File: src/rtl/updown_key_pulser_pkg.sv
// Shared definitions for the up/down key pulser: FSM encodings, key event bundle,
// acceleration constants and timer sizing helpers.
package updown_key_pulser_pkg;

    localparam logic [1:0] ST_IDLE    = 2'd0;
    localparam logic [1:0] ST_HOLD    = 2'd1;
    localparam logic [1:0] ST_REPEAT  = 2'd2;
    localparam logic [1:0] ST_LOCKOUT = 2'd3;

    localparam int unsigned ACCEL_THRESHOLD = 8;
    localparam int unsigned REPEAT_CNT_W    = 4;

    // Debounced view of one key as seen by the FSM
    typedef struct packed {
        logic level;
        logic rise;
        logic fall;
    } key_evt_t;

    // Timer must hold the larger of the two reload values without wrapping
    function automatic int unsigned timer_width(input int unsigned hold_delay,
                                                input int unsigned repeat_period);
        int unsigned mx;
        mx = (hold_delay > repeat_period) ? hold_delay : repeat_period;
        return $clog2(mx + 1);
    endfunction

    // Accelerated repeat period, never below one cycle
    function automatic int unsigned fast_period(input int unsigned repeat_period);
        return ((repeat_period / 2) < 1) ? 1 : (repeat_period / 2);
    endfunction

endpackage

File: src/rtl/updown_key_pulser_debouncer.sv
// Two-flop synchronizer plus counting debouncer for one raw push-button;
// reports the clean level and single-cycle rise/fall events.
module key_debouncer #(
    parameter int unsigned DEBOUNCE_CYCLES = 4
) (
    input  logic i_clk,
    input  logic i_rstn,
    input  logic i_key,
    output logic o_level,
    output logic o_rise,
    output logic o_fall
);

    localparam int unsigned CW = $clog2(DEBOUNCE_CYCLES + 1);

    logic [1:0]    sync;
    logic [CW-1:0] cnt;

    // Metastability guard for the asynchronous button input
    always_ff @(posedge i_clk or negedge i_rstn) begin
        if (!i_rstn) begin
            sync <= 2'b00;
        end else begin
            sync <= {sync[0], i_key};
        end
    end

    // Accept a new level only after DEBOUNCE_CYCLES consecutive disagreeing samples
    always_ff @(posedge i_clk or negedge i_rstn) begin
        if (!i_rstn) begin
            cnt     <= '0;
            o_level <= 1'b0;
            o_rise  <= 1'b0;
            o_fall  <= 1'b0;
        end else begin
            o_rise <= 1'b0;
            o_fall <= 1'b0;
            if (sync[1] == o_level) begin
                cnt <= '0;
            end else if (cnt >= CW'(DEBOUNCE_CYCLES - 1)) begin
                cnt     <= '0;
                o_level <= sync[1];
                o_rise  <= sync[1];
                o_fall  <= ~sync[1];
            end else begin
                cnt <= cnt + CW'(1);
            end
        end
    end

endmodule

File: src/rtl/updown_key_pulser.sv
// Turns two raw buttons into clean single-cycle up/down step pulses with hold-to-repeat.
// Optional repeat acceleration is enabled by defining UPDOWN_KEY_ACCEL_EN.
module updown_key_pulser
    import updown_key_pulser_pkg::*;
#(
    parameter int unsigned DEBOUNCE_CYCLES = 4,
    parameter int unsigned HOLD_DELAY      = 50,
    parameter int unsigned REPEAT_PERIOD   = 10
) (
    input  logic i_clk,
    input  logic i_rstn,
    input  logic i_key_up,
    input  logic i_key_down,
    output logic o_up,
    output logic o_down,
    output logic o_repeating
);

    localparam int unsigned TW = timer_width(HOLD_DELAY, REPEAT_PERIOD);

    key_evt_t      ev_up;
    key_evt_t      ev_dn;
    logic [1:0]    state;
    logic [1:0]    state_nxt;
    logic [TW-1:0] timer;
    logic [TW-1:0] timer_nxt;
    logic [TW-1:0] period;
    logic          active;
    logic          active_nxt;
    logic          fire;
    logic          act_fall;
    logic          oth_level;
    logic          up_nxt;
    logic          down_nxt;
`ifdef UPDOWN_KEY_ACCEL_EN
    logic [REPEAT_CNT_W-1:0] rcnt;
    logic [REPEAT_CNT_W-1:0] rcnt_nxt;
    logic [REPEAT_CNT_W-1:0] rcnt_inc;
`endif

    key_debouncer #(
        .DEBOUNCE_CYCLES(DEBOUNCE_CYCLES)
    ) u_deb_up (
        .i_clk  (i_clk),
        .i_rstn (i_rstn),
        .i_key  (i_key_up),
        .o_level(ev_up.level),
        .o_rise (ev_up.rise),
        .o_fall (ev_up.fall)
    );

    key_debouncer #(
        .DEBOUNCE_CYCLES(DEBOUNCE_CYCLES)
    ) u_deb_dn (
        .i_clk  (i_clk),
        .i_rstn (i_rstn),
        .i_key  (i_key_down),
        .o_level(ev_dn.level),
        .o_rise (ev_dn.rise),
        .o_fall (ev_dn.fall)
    );

    // Next-state, timer and pulse decision; active=0 selects the up key
    always_comb begin
        state_nxt  = state;
        active_nxt = active;
        timer_nxt  = (timer != '0) ? (timer - TW'(1)) : '0;
        fire       = 1'b0;
        act_fall   = active ? ev_dn.fall  : ev_up.fall;
        oth_level  = active ? ev_up.level : ev_dn.level;
`ifdef UPDOWN_KEY_ACCEL_EN
        rcnt_nxt   = rcnt;
        rcnt_inc   = (rcnt == '1) ? rcnt : (rcnt + REPEAT_CNT_W'(1));
        period     = (32'(rcnt_inc) >= ACCEL_THRESHOLD) ? TW'(fast_period(REPEAT_PERIOD))
                                                        : TW'(REPEAT_PERIOD);
`else
        period     = TW'(REPEAT_PERIOD);
`endif

        case (state)
            ST_IDLE: begin
                timer_nxt = '0;
                if (ev_up.rise && ev_dn.rise) begin
                    state_nxt = ST_LOCKOUT;
                end else if (ev_up.rise || ev_dn.rise) begin
                    state_nxt  = ST_HOLD;
                    active_nxt = ev_dn.rise;
                    fire       = 1'b1;
                    timer_nxt  = TW'(HOLD_DELAY);
                end
            end
            ST_HOLD, ST_REPEAT: begin
                // Release wins over a coincident repeat expiry
                if (act_fall) begin
                    timer_nxt = '0;
                    state_nxt = oth_level ? ST_LOCKOUT : ST_IDLE;
                end else if (timer <= TW'(1)) begin
                    fire      = 1'b1;
                    timer_nxt = period;
                    state_nxt = ST_REPEAT;
`ifdef UPDOWN_KEY_ACCEL_EN
                    rcnt_nxt  = rcnt_inc;
`endif
                end
            end
            ST_LOCKOUT: begin
                timer_nxt = '0;
                if (!ev_up.level && !ev_dn.level) begin
                    state_nxt = ST_IDLE;
                end
            end
            default: begin
                timer_nxt = '0;
                state_nxt = ST_IDLE;
            end
        endcase

        up_nxt   = fire & ~active_nxt;
        down_nxt = fire & active_nxt;
`ifdef UPDOWN_KEY_ACCEL_EN
        if ((state_nxt != ST_HOLD) && (state_nxt != ST_REPEAT)) begin
            rcnt_nxt = '0;
        end
`endif
    end

    always_ff @(posedge i_clk or negedge i_rstn) begin
        if (!i_rstn) begin
            state       <= ST_IDLE;
            timer       <= '0;
            active      <= 1'b0;
            o_up        <= 1'b0;
            o_down      <= 1'b0;
            o_repeating <= 1'b0;
        end else begin
            state       <= state_nxt;
            timer       <= timer_nxt;
            active      <= active_nxt;
            o_up        <= up_nxt;
            o_down      <= down_nxt;
            o_repeating <= (state_nxt == ST_REPEAT);
        end
    end

`ifdef UPDOWN_KEY_ACCEL_EN
    always_ff @(posedge i_clk or negedge i_rstn) begin
        if (!i_rstn) begin
            rcnt <= '0;
        end else begin
            rcnt <= rcnt_nxt;
        end
    end
`endif

endmodule

File: config.mk
export PLATFORM = sky130hd
export DESIGN_NAME = updown_key_pulser
export DESIGN_NICKNAME = d
export VERILOG_FILES = /design/src/rtl/updown_key_pulser_pkg.sv /design/src/rtl/updown_key_pulser_debouncer.sv /design/src/rtl/updown_key_pulser.sv
export SDC_FILE = /design/constraint.sdc
export NUM_CORES = 1
export LEC_CHECK = 0
export CAP_MARGIN = 20
export CORE_UTILIZATION = 34
export DETAILED_ROUTE_END_ITERATION = 16
export GPL_TIMING_DRIVEN = 0
export HOLD_SLACK_MARGIN = 0.05
export PLACE_DENSITY = 0.61
export SYNTH_ARGS = -nofsm -noshare
export SYNTH_HDL_FRONTEND = slang
export SYNTH_SLANG_ARGS = --single-unit
File: constraint.sdc
create_clock -name i_clk -period 1.8 [get_ports i_clk]
set_clock_uncertainty 0.05 [all_clocks]
set_input_delay 0.36 -clock i_clk [delete_from_list [all_inputs] [get_ports i_clk]]
set_output_delay 0.36 -clock i_clk [all_outputs]
set_load 0.01 [all_outputs]
==> results of run 1 <==
-- layout make-up --
class                      count  area (sq um)  share of cell area
timing repair buffer           9           103              0.0622
sequential                    28           703               0.426
clock inverter                 1          30.0              0.0182
buffer                         1          5.00             0.00303
multi-input combinational     81           674               0.409
clock buffer                   3          41.3              0.0250
tap                           48          60.1              0.0364
inverter                       9          33.8              0.0205
-- synthesized netlist by cell type --
master / number
a211o_2: 1
a211oi_1: 2
a21oi_1: 3
a22oi_1: 1
a311oi_1: 1
and2_1: 2
and2_4: 1
and3_1: 2
buf_2: 1
dfrtp_1: 28
ha_1: 12
inv_1: 9
mux2_2: 2
mux2i_1: 1
mux2i_4: 1
nand2_1: 6
nand2_2: 1
nand2b_1: 2
nand3_1: 1
nand3b_1: 1
nand4b_1: 1
nor2_1: 10
nor3_1: 3
nor3b_1: 6
nor4_2: 1
o2111ai_1: 1
o21a_1: 3
o21ai_0: 1
o21ai_1: 2
o21ai_2: 1
o31ai_1: 1
o32a_1: 1
or2_1: 1
or3b_1: 1
or4_1: 1
or4b_4: 1
xnor2_1: 2
xor2_1: 4
-- flip-flops by register name, indices dropped and copies added, names as in the netlist --
register and flops:
active 1, o_down 1, o_repeating 1, o_up 1, state 2, timer 6, u_deb_dn.cnt 3, u_deb_dn.o_fall 1
u_deb_dn.o_level 1, u_deb_dn.o_rise 1, u_deb_dn.sync 2, u_deb_up.cnt 3, u_deb_up.o_fall 1, u_deb_up.o_level 1, u_deb_up.o_rise 1, u_deb_up.sync 2
-- cell usage in the layout, fill, tap and decap left out, types with 2 or more instances in the layout --
master / instances
a211oi_2: 2
a21oi_1: 3
and2_1: 2
and3_1: 2
buf_4: 2
clkbuf_8: 3
clkdlybuf4s50_1: 6
dfrtp_1: 26
dfrtp_2: 2
ha_1: 10
inv_1: 9
mux2_2: 2
nand2_1: 6
nand2b_1: 2
nor2_1: 10
nor3_1: 3
nor3b_1: 6
o21a_1: 3
xnor2_1: 2
xor2_1: 4
-- cells by family after synthesis --
| logic type | after synthesis |
|---|---|
| buffers and inverters | 10 |
| AO/OA/AOI/OAI | 18 |
| adder cells (fa/ha/maj) | 12 |
| multiplexers | 4 |
| AND/OR/NAND/NOR | 41 |
| XOR/XNOR | 6 |
| flip-flops | 28 |
-- power by group through the flow --
stage	combinational (mW)	sequential [mW]	clock [mW]
finish	1.03	0.962	0.494
global route	1.17	0.985	0.536
CTS	0.958	0.951	0.512
detailed placement	0.943	0.955	0
global placement	0.899	0.943	0
floorplan	0.728	0.927	0
-- metrics by stage --
stage	instances	TNS [ns]	area, sq um	power (mW)
after floorplan	119	0	1370	1.66
after global placement	173	-1.52	1490	1.84
after detailed placement	174	-0.0689	1520	1.90
after CTS	178	0	1600	2.42
after global routing	180	0	1650	2.69
final	180	0	1650	2.49
-- layer usage --
layer | GRT usage | vias up
li1 | - | 437
met1 | 0.134 | 437
met2 | 0.227 | 11
met3 | 0.0278 | 6
met4 | 0.0652 | 0
met5 | 0 | -
-- timing repair --
action | in CTS | in global routing
resized for setup | 2 | 7
hold buffers | 0 | 0
pin swaps | 1 | 2
setup buffers | 0 | 2
setup endpoints to repair | 3 | 5
-- worst register-to-register path: cells and delay by family, from the launching register on --
family          cells  cell delay, ns
flops               1            0.39
compound gates      1            0.15
simple gates        1            0.57
fa+ha+maj           1            0.22
buf+inv             2            0.28
-- final timing paths --
kind                                                    to  slack, ns  cells after the start
worst max-delay path                    timer[5]$_DFF_PN0_       0.08                      5
worst min-delay path            u_deb_up.sync[1]$_DFF_PN0_       0.31                      0
worst max register to register          timer[5]$_DFF_PN0_       0.08                      5
worst min register to register  u_deb_up.sync[1]$_DFF_PN0_       0.31                      0
max in group asynchronous               timer[3]$_DFF_PN0_       0.92                      2
min in group asynchronous               timer[1]$_DFF_PN0_       0.33                      1
==> impl_results.md, run 1 <==
- Routability cong.: 0.793
- Die Area: 4280 sq um
- Die H: 65.5 um
- Post-route core utilization: 0.438
- Crit Path Class: flip-flop to flip-flop
- Worst setup margin: 0.0750 ns
- Comb power frac: 0.415
- DR iter-0 viols: 34
- Multiplexer share of the synthesized area: 0.0402
- Startpoint types: flip-flop
- Clk sinks: 28
- Vias: 891
- Slowest-stage cell, CP: or4b_4
- Clock slew at reported path FFs: 0.10 ns
- Met3 wire length: 59 um
- Cell Area, Synth: 1370 sq um
- Adder-cell share of the synthesized area: 0.110
- Syn Area/Cell: 11.5 sq um
- Max Freq: 0.580 GHz
- Cell internal pwr: 1.62 mW
- Routed Antenna Nets: 0
- Reg power frac: 0.387
- Measured slew at the worst slew-check pin: 0.424 ns
- Setup crit end kind: flip-flop
- WL met1: 1010 um
- Worst path cell trace: inv_1, ha_1, buf_2, or4b_4, o21ai_1
- Worst path top cell family by delay: simple AND/OR/NAND/NOR gates
- Initial antenna violation count: 0
- Hold Crit Start: u_deb_up.sync[0]$_DFF_PN0_
- Buf+Inv Stages, Crit Path: 2
- Grt ovf: 0
- Share of the synthesized area in the top cell type: 0.512
- Compound-Gate Fraction of Synth Area: 0.0941
- Remaining DRCs: 0
- XOR/XNOR Fraction of Synth Area: 0.0384
- Outcome: finished, final reports clean
- FILL cells: 353
- Synth unique cells: 38
- Vias in the first global route: 946
- Ranking of synthesized cells by area: dfrtp_1 (51%), ha_1 (11%), nor3b_1 (3.3%)
- DP Worst Slack: -0.0352 ns
- P&R area growth vs syn: 20.6%
- Maxcap violations: 0
- Net Sw Power: 868 uW
- Met2 WL: 1150 um
- Hold Vio Cnt, Final: 0
- Crit path DAT: 1.89 ns
- CTS tree: yes
- Power per cell area: 1510 nW/um^2
- First-pass GRT wire length: 3990 um
- Layout cell share with drive strength beyond 1: 0.182
- Initial Util: 0.363
- Core area: 3770 sq um
- Register area share after synthesis: 0.512
- Net Sw Frac: 0.349
- GRT Overall Usage: 0.125
- Syn nets: 135
- Max_slew headroom: 0.716
- TritonRoute pass-1 iters: 4
- Row cnt: 22
- Final Setup Violations: 0
- RSZ-0062 raised after global routing: false
- Hold crit path type: flip-flop to flip-flop
- CP peak stage delay: 0.56 ns
- I/O pins: 7
- Dominant cell type by area after synthesis: dfrtp_1
- Post-DP HPWL: 1700 um
- Nets: 149
- Vias per cell: 4.95
- Cells after synthesis: 119
- Final wirelength: 2270 um
- Register bit count reported by yosys: 28
- Clock power share: 0.199
- RR Startpoint: state[0]$_DFF_PN0_
- CTS Buffer Depth: 2
- Simple-gate share of the synthesized area: 0.177
- Largest net degree at the start of global routing: 23
- Pins Over Slew Limit: 0
- Drt wl/cell: 12.6 um
- Crit path max fanout: 10
- Num CTS Buffers: 3
- Period utilization: 0.958
- Main combinational cell family by area after synthesis: simple AND/OR/NAND/NOR gates
- Yosys warns: 0
- Port-buffer cells: 6
- Die Width: 65.5 um
- Clk_lat worst skew: 0.28 ns
- Worst ir drop on vdd: 0.000633 V
- Start point of the critical path: state[0]$_DFF_PN0_
- Top sig layer: met4
- N_diodes: 0
- H-tree depth: 1
- Clock root cell: clkbuf_8
- Fin Hold WS: 0.306 ns
- P_leak: 0.748 nW
- Worst EP required: 1.96 ns
- Final min period: 1.72 ns
Note: power is estimated with default switching activity, not from simulation.
==> run 2: changes to the inputs <==
- ABC_CLOCK_PERIOD_IN_PS: not set -> 1800
- CTS_CLUSTER_DIAMETER: not set -> 200
- SLEW_MARGIN: not set -> 30
==> run 2 against run 1 <==
- fmax fell by 1.1%
- final area barely moved
- sequential cell count did not move
==> impl_results.md, run 2 (synthesized netlist as in run 1, its figures left out) <==
- Outcome: finished, final reports clean
- Max FFs per register: 6 (unchanged)
- CTS tree: yes
- Layout cell share with drive strength beyond 1: 0.222 (+0.0404)
- Vias: 900 (+1.0%)
- Routed Antenna Nets: 0 (unchanged)
- Die Width: 65.5 um (unchanged)
- Worst path top cell family by delay: simple AND/OR/NAND/NOR gates
- Vias per cell: 4.92 (-0.65%)
- Startpoint types: flip-flop
- Clock slew at reported path FFs: 0.09 ns (about the same)
- Max Freq: 0.573 GHz (-1.1%)
- Clk sinks: 28 (unchanged)
- Hold Vio Cnt, Final: 0 (unchanged)
- Clock root cell: clkbuf_8
- Pins Over Slew Limit: 0 (unchanged)
- Max_slew headroom: 0.599 (-0.117)
- I/O pins: 7 (unchanged)
- Final wirelength: 2400 um (+5.5%)
- Largest reg by FF count: timer
- Drt wl/cell: 13.1 um (+3.7%)
- First-pass GRT wire length: 4110 um (+2.9%)
- Fin Hold WS: 0.0340 ns (-0.272 ns)
- Largest net degree at the start of global routing: 29 (+26%)
- Sequential cell area: 703 sq um (unchanged)
- Crit Path Class: flip-flop to flip-flop
- Die H: 65.5 um (unchanged)
- Most frequent cells in the layout: dfrtp_1 (26), nor2_1 (10), ha_1 (10), inv_1 (9)
- Die Area: 4280 sq um (unchanged)
- Post-DP HPWL: 1670 um (-2.1%)
- RSZ-0062 raised after global routing: true
- Vias in the first global route: 962 (+1.7%)
- Crit path max fanout: 10 (unchanged)
- Initial antenna violation count: 0 (unchanged)
- Initial Util: 0.363 (unchanged)
- FILL cells: 348 (-1.4%)
- Measured slew at the worst slew-check pin: 0.601 ns (+0.177 ns)
- DR iter-0 viols: 38 (+12%)
- Nets: 152 (+2.0%)
- TritonRoute pass-1 iters: 5 (+1)
- Slowest-stage cell, CP: or4b_4
- Grt ovf: 0 (unchanged)
- Final min period: 1.74 ns (+0.0198 ns)
- Hold crit path type: input pin to asynchronous set/reset pin
- Footprint of the multi-input gates: 678 sq um (+0.56%)
- Clk_lat worst skew: 0.27 ns (about the same)
- Remaining DRCs: 0 (unchanged)
- P&R area growth vs syn: 20.7% (about the same)
- Num CTS Buffers: 3 (unchanged)
- Row cnt: 22 (unchanged)
- Largest regs: timer x6, u_deb_dn.cnt x3, u_deb_up.cnt x3
- P_leak: 0.759 nW (+1.5%)
- Setup crit end kind: flip-flop
- N_diodes: 0 (unchanged)
- Port-buffer cells: 6 (unchanged)
- CP peak stage delay: 0.56 ns (about the same)
- Maxcap violations: 0 (unchanged)
- CTS Buffer Depth: 2 (unchanged)
- Crit path DAT: 1.90 ns (about the same)
- Final setup TNS: 0 ns (unchanged)
- Final Setup Violations: 0 (unchanged)
- Worst EP required: 1.95 ns (about the same)
- Most common cell after layout, fill and taps aside: dfrtp_1
- H-tree depth: 1 (unchanged)
- Period utilization: 0.969 (+0.0110)
- Routability cong.: 0.793 (unchanged)
- Core area: 3770 sq um (unchanged)
- Worst path cell trace: inv_1, ha_1, buf_2, or4b_4, o21ai_2
- Worst ir drop on vdd: 0.000724 V (+14%)
- Buf+Inv Stages, Crit Path: 2 (unchanged)
- Power per cell area: 1570 nW/um^2 (+4.2%)
- GRT Overall Usage: 0.129 (+0.00367)
==> run 2: metal layers <==
layer  up-vias  GRT usage  wire, um
met1       441      0.148      1040
met4         0     0.0408        27
met3         4     0.0434        75
met5         -          0         0
li1        443          -         -
met2        12      0.224      1250
==> run 2: path summary, 6_finish.rpt <==
kind / from / to / slack (ns) / cells after the start
min reg2reg: u_deb_up.sync[0]$_DFF_PN0_ / u_deb_up.sync[1]$_DFF_PN0_ / 0.31 / 0
max in group asynchronous: i_rstn / timer[3]$_DFF_PN0_ / 1.24 / 1
min in group i_clk: u_deb_up.sync[0]$_DFF_PN0_ / u_deb_up.sync[1]$_DFF_PN0_ / 0.31 / 0
max reg2reg: state[0]$_DFF_PN0_ / timer[4]$_DFF_PN0_ / 0.06 / 5
min: i_rstn / timer[0]$_DFF_PN0_ / 0.03 / 1
max: state[0]$_DFF_PN0_ / timer[4]$_DFF_PN0_ / 0.06 / 5
==> run 2: timing repair <==
| item | CTS | global route |
|---|---|---|
| buffers inserted | 2 | 4 |
| endpoints found under the setup margin | 5 | 6 |
| gates resized for setup | 2 | 8 |
| pin swaps | 1 | 3 |
| hold buffers | 0 | 0 |
==> run 2: cell type report <==
cell class / count / area share
flip-flops and latches: 28 / 0.426
clock inverters: 1 / 0.0182
inverters: 9 / 0.0205
multi-input cells: 81 / 0.411
repair buffers: 12 / 0.0606
well taps: 48 / 0.0364
plain buffers: 1 / 0.00303
clock buffers: 3 / 0.0250
==> run 2: stage by stage <==
stage | instances | power (mW) | instance area, sq um | utilization | worst slack, ns
floorplan | 119 | 1.66 | 1370 | - | 0.113
global placement | 173 | 1.84 | 1490 | 0.395 | -0.0555
detailed placement | 173 | 1.89 | 1480 | 0.393 | -0.0431
CTS | 179 | 2.47 | 1580 | 0.419 | 0.00598
global route | 183 | 2.81 | 1650 | 0.438 | -0.0220
finish | 183 | 2.59 | 1650 | 0.438 | 0.0552
==> run 2: power by group <==
part	switching (mW)	internal (mW)
sequential	0.167	0.792
combinational	0.543	0.606
clock	0.189	0.298
total	0.900	1.70
==> run 2: worst register-to-register path, delay by kind of cell, from the launching register on <==
kind                     cells  cell delay [ns]
flip-flops                   1             0.40
AND/OR/NAND/NOR              1             0.57
buffers and inverters        2             0.29
AO/OA/AOI/OAI                1             0.16
adder cells (fa/ha/maj)      1             0.22
==> run 3: changes to the inputs <==
- CTS_CLUSTER_SIZE: not set -> 25
==> results of run 3 <==
No change in the layout: final DEF, timing and power equal those of run 2.
